[src/rtl/w_stage_grf.sv]
// Write-back end of the M/W pipeline: source select, sub-word load extension,
// 32x32 register file with write-through read ports, retire counter and write trace.
module w_stage_grf #(
  parameter logic [31:0] RESET_PC = 32'h0000_3000,
  parameter int          CNT_W    = 32
) (
  input  logic             clk,
  input  logic             reset_n,
  input  logic [31:0]      W_instr,
  input  logic [31:0]      W_PC8,
  input  logic [31:0]      W_ALU_result,
  input  logic [31:0]      W_MEM_read_data,
  input  logic [4:0]       W_REG_write_number,
  input  logic             W_REG_write_enable,
  input  logic [1:0]       W_WD_sel,
  input  logic [2:0]       W_load_type,
  input  logic [4:0]       D_rs_number,
  input  logic [4:0]       D_rt_number,
  output logic [31:0]      D_rs_data,
  output logic [31:0]      D_rt_data,
  output logic [31:0]      W_write_data,
  output logic             trace_valid,
  output logic [31:0]      trace_pc,
  output logic [4:0]       trace_number,
  output logic [31:0]      trace_data,
  output logic [CNT_W-1:0] retire_count
);

  localparam logic [2:0] LT_LB  = 3'd1;
  localparam logic [2:0] LT_LBU = 3'd2;
  localparam logic [2:0] LT_LH  = 3'd3;
  localparam logic [2:0] LT_LHU = 3'd4;

  localparam logic [1:0] SEL_MEM = 2'd1;
  localparam logic [1:0] SEL_PC8 = 2'd2;

  // The base PC only matters to whoever interprets trace_pc.
  logic unused_reset_pc;
  assign unused_reset_pc = ^RESET_PC;

  function automatic logic [31:0] extend_load(input logic [31:0] word,
                                              input logic [1:0]  off,
                                              input logic [2:0]  ltype);
    logic signed [7:0]  byte_s;
    logic signed [15:0] half_s;
    logic [31:0]        res;
    byte_s = word[{off, 3'b000} +: 8];
    half_s = off[1] ? word[31:16] : word[15:0];
    case (ltype)
      LT_LB:   res = {{24{byte_s[7]}}, byte_s};
      LT_LBU:  res = {24'd0, byte_s};
      LT_LH:   res = {{16{half_s[15]}}, half_s};
      LT_LHU:  res = {16'd0, half_s};
      default: res = word;
    endcase
    return res;
  endfunction

  logic [31:0]      grf_q [32];
  logic             trace_valid_q, trace_valid_d;
  logic [31:0]      trace_pc_q,    trace_pc_d;
  logic [4:0]       trace_number_q, trace_number_d;
  logic [31:0]      trace_data_q,  trace_data_d;
  logic [CNT_W-1:0] retire_q,      retire_d;
  logic             commit;

  always_comb begin
    W_write_data = W_ALU_result;
    case (W_WD_sel)
      SEL_MEM: W_write_data = extend_load(W_MEM_read_data, W_ALU_result[1:0], W_load_type);
      SEL_PC8: W_write_data = W_PC8;
      default: W_write_data = W_ALU_result;
    endcase
  end

  assign commit = W_REG_write_enable && (W_REG_write_number != 5'd0);

  // Same-cycle writes are visible to D-stage reads without waiting for the edge.
  always_comb begin
    D_rs_data = grf_q[D_rs_number];
    if (D_rs_number == 5'd0)
      D_rs_data = 32'd0;
    else if (commit && (D_rs_number == W_REG_write_number))
      D_rs_data = W_write_data;

    D_rt_data = grf_q[D_rt_number];
    if (D_rt_number == 5'd0)
      D_rt_data = 32'd0;
    else if (commit && (D_rt_number == W_REG_write_number))
      D_rt_data = W_write_data;
  end

  always_comb begin
    trace_valid_d  = commit;
    trace_pc_d     = trace_pc_q;
    trace_number_d = trace_number_q;
    trace_data_d   = trace_data_q;
    if (commit) begin
      trace_pc_d     = W_PC8 - 32'd8;
      trace_number_d = W_REG_write_number;
      trace_data_d   = W_write_data;
    end
    retire_d = (W_instr != 32'd0) ? retire_q + CNT_W'(1) : retire_q;
  end

  always_ff @(posedge clk or negedge reset_n) begin
    if (!reset_n) begin
      for (int i = 0; i < 32; i++) grf_q[i] <= 32'd0;
    end else if (commit) begin
      grf_q[W_REG_write_number] <= W_write_data;
    end
  end

  always_ff @(posedge clk or negedge reset_n) begin
    if (!reset_n) begin
      trace_valid_q  <= 1'b0;
      trace_pc_q     <= 32'd0;
      trace_number_q <= 5'd0;
      trace_data_q   <= 32'd0;
      retire_q       <= '0;
    end else begin
      trace_valid_q  <= trace_valid_d;
      trace_pc_q     <= trace_pc_d;
      trace_number_q <= trace_number_d;
      trace_data_q   <= trace_data_d;
      retire_q       <= retire_d;
    end
  end

  assign trace_valid  = trace_valid_q;
  assign trace_pc     = trace_pc_q;
  assign trace_number = trace_number_q;
  assign trace_data   = trace_data_q;
  assign retire_count = retire_q;

endmodule

[config.mk]
export PLATFORM = sky130hd
export DESIGN_NAME = w_stage_grf
export DESIGN_NICKNAME = d
export VERILOG_FILES = /design/src/rtl/w_stage_grf.sv
export SDC_FILE = /design/constraint.sdc
export NUM_CORES = 2
export LEC_CHECK = 0
export ABC_AREA = 0
export BUFFER_PORTS_ARGS = -buffer_cell sky130_fd_sc_hd__buf_4
export CORE_MARGIN = 8
export CORE_UTILIZATION = 60
export DETAILED_ROUTE_END_ITERATION = 10
export MAX_ROUTING_LAYER = met4
export PLACE_DENSITY = 0.78
export RECOVER_POWER = 25
export SYNTH_ARGS = -nofsm -noshare
export SYNTH_HDL_FRONTEND = slang
export SYNTH_SLANG_ARGS = --single-unit
[constraint.sdc]
create_clock -name clk -period 4.4 [get_ports clk]
set_clock_uncertainty 0.1 [all_clocks]
set_input_delay 0.88 -clock clk [delete_from_list [all_inputs] [get_ports clk]]
set_output_delay 0.88 -clock clk [all_outputs]
set_load 0.01 [all_outputs]
==> summary.md <==
| Metric | Value |
|---|---|
| TritonCTS clock tree | `yes` |
| I/O Buffers | `348` |
| Period Utilization, post-route | `1.03` |
| Die Y | `327 um` |
| Setup crit start | `D_rt_number[3]` |
| Critical Path Most Common Cell | `buf_4` |
| Clk buf depth | `3` |
| Commonest non-fill, non-tap cell in the layout | `dfrtp_1` |
| DP Wirelength | `126 mm` |
| Final #Nets | `5684` |
| Sequential fraction of the synthesis area | `0.485` |
| FILL cells | `6683` |
| All-Layer GR Usage | `0.395` |
| Routability Congestion | `0.996` |
| CP Capture Type | `output pin` |
| Finish-stage setup viols | `10` |
| Area delta synth->final | `16.0%` |
| Crit path cell chain | `buf_4, or2_2, nor4_2, buf_4, a211oi_1, buf_4, buf_4` |
| Clock transition at path regs | `0.06 ns` |
| CP Data Arrival Time | `3.54 ns` |
| Core footprint | `96300 um2` |
| H-tree depth | `3` |
| Initial drt markers | `7048` |
| Die area | `107000 um2` |
| Root Buffer | `clkbuf_16` |
| GRT overflow | `0` |
| Largest net degree at the start of global routing | `127` |
| Initial antenna violation count | `3` |
| Initial DRT Pass Iterations | `11` |
| DRC Markers | `4` |
| Fmax achieved | `0.221 GHz` |
| Die W | `327 um` |
| Vias | `48642` |
| Critical path class | `primary input to output pin` |
| Hold Startpoint | `grf_q[999]$_DFFE_PN0P_` |
| CP max stage delay | `0.95 ns` |
| Failing checks | `DRC, capacitance limit, slew limit, setup timing` |
| Outcome | `finished, violations left` |
| Cell family with most CP delay | `simple AND/OR/NAND/NOR gates` |
| Mapped Nets | `5475` |
| Avg WL per Cell | `30.0 um` |
| Crit Path Max Fanout | `15` |
| CTS Sinks | `1126` |
| Most frequent cells in the layout | `dfrtp_1 (1126), nand2_1 (1121), o21ai_0 (1033)` |
| Row Count | `114` |
| Reg2reg start | `retire_count[4]$_DFFE_PN0P_` |
| Ys async rst share | `1.00` |
| Slew HR | `-0.391` |
| Clock period minus worst slack | `4.52 ns` |
| Via density | `7.04` |
| Slew Viols, Final | `246` |
| Design Power | `30.4 mW` |
| Startpoint types | `primary input` |
| Clock latency on the worst-skew pair | `0.69 ns` |
| Req. time, crit path | `3.42 ns` |
| Most used DFF post-synth | `dfrtp_1` |
| P_leak | `29.6 nW` |
| Layout cells sized above 1 | `0.256` |
| CTS Buf Count | `114` |
| Final Hold Vio Count | `0` |
| Syn avg cell area | `10.9 um2` |
| IO Pins | `349` |
| PD cells | `452 nW/um2` |
| Flops & latches, synth | `1126` |
| Synth warn | `0` |
| Starting density of the core | `0.603` |
| EDFF count, synth | `0` |
| Crit path buf inv count | `4` |
| Vias in the first global route | `49731` |
| Cts hold-fix bufs | `0` |
| Cell area after synthesis | `58100 um2` |
| Peak supply drop | `0.465 mV` |
| Fin Hold WS | `0.296 ns` |
| Final setup margin | `-0.119 ns` |
| Slowest cell on the critical path | `nor4_2` |
| Hold Path Class | `flop to flop` |
| Synth cell types | `61` |
| Routed wire length | `207 mm` |
| First-pass GRT wire length | `312 mm` |
| Antenna Nets Post-Route | `0` |
| Worst slew pin tran | `2.09 ns` |
| # Max-Cap Violations | `5` |
| Synthesized instance count | `5320` |
cell usage after synthesis, drive strengths merged (7+ instances only):
library cell | instances | area, um2
buf | 104 | 474
a211oi | 72 | 541
o32ai | 9 | 86.3
nor4 | 20 | 140
nor2b | 8 | 50.1
xnor2 | 49 | 429
clkbuf | 447 | 1680
nand2 | 1153 | 4330
and3 | 11 | 68.8
o22ai | 55 | 344
mux2 | 8 | 90.1
mux2i | 137 | 1370
nand4 | 47 | 294
nand3 | 18 | 90.1
a22oi | 121 | 908
a21oi | 42 | 210
or2 | 18 | 113
nand2b | 14 | 87.6
inv | 51 | 191
xor2 | 18 | 158
mux4 | 514 | 11600
a31o | 7 | 61.3
a2111oi | 11 | 96.3
and2 | 7 | 43.8
o21ai | 1046 | 5240
nor3 | 47 | 235
dfrtp | 1126 | 28200
nor2 | 93 | 365
a222oi | 15 | 150
kinds of logic after synthesis:
group / synth area share
buf+inv: 0.0404
simple gates: 0.103
xor+xnor: 0.0101
mux: 0.225
compound gates: 0.135
fa+ha+maj: 0.000862
flops: 0.485
area by class of cell:
type	instances	area, um2	share of cell area
multi-input combinational	3592	27800	0.413
tap	1276	1600	0.0237
sequential	1126	28200	0.419
clock buffer	159	3280	0.0488
timing repair buffer	644	5500	0.0816
antenna	3	7.51	0.000112
inverter	51	191	0.00284
clock inverter	55	736	0.0109
flip-flops by register name (all words and copies together), names as in the netlist:
name          cells
trace_number      5
trace_valid       1
grf_q          1024
retire_count     32
trace_pc         32
trace_data       32
path summary, 6_finish.rpt:
path | endpoint | slack, ns | cells past startpoint
worst max-delay path | D_rt_data[28] | -0.12 | 7
worst min-delay path | grf_q[999]$_DFFE_PN0P_ | 0.30 | 0
worst max register to register | retire_count[28]$_DFFE_PN0P_ | 1.82 | 6
worst min register to register | grf_q[999]$_DFFE_PN0P_ | 0.30 | 0
max in group asynchronous | grf_q[236]$_DFFE_PN0P_ | 0.64 | 3
min in group asynchronous | trace_data[4]$_DFFE_PN0P_ | 0.66 | 1
power by group:
part	internal (mW)	switching (mW)	leakage, nW	total [mW]
Sequential	12.1	1.37	14.9	13.5
Clock	6.10	4.30	1.99	10.4
Combinational	3.13	3.41	12.7	6.53
Total	21.3	9.08	29.6	30.4
stage by stage:
step	setup slack (ns)	TNS, ns	util	cell area, um2	std cells
3_5_place_dp	-0.268	-0.275	0.658	63300	6684
4_1_cts	0.0223	0	0.700	67400	6898
2_1_floorplan	0.513	0	-	58100	5320
6_report	-0.119	-0.796	0.699	67300	6906
3_3_place_gp	-0.320	-0.390	0.658	63300	6684
5_1_grt	-0.00557	-0.00968	0.699	67300	6905
per-layer routing:
metal / up-vias / GRT usage / share of wire / wire length [um]
met3: 1019 / 0.127 / 0.15 / 31000
met1: 24138 / 0.500 / 0.34 / 70000
met2: 3694 / 0.563 / 0.44 / 90800
met4: 0 / 0.231 / 0.075 / 15600
met5: - / - / 0 / 0
li1: 19791 / - / - / -
worst register-to-register path: stages, from the launching register on:
cell and delay, ns:
dfrtp_1 0.44, and4_1 0.28, nand4_1 0.25, or4_1 0.69, nor2_1 0.37, nand4_1 0.17, xnor2_1 0.17
timing repair:
action,CTS,global route
resized for setup,3,12
pin swaps,0,3
setup buffers,0,4
hold endpoints to repair,0,0
endpoints found under the setup margin,3,9
gates cloned,0,1
No activity file was read; power rests on OpenSTA's default activity.
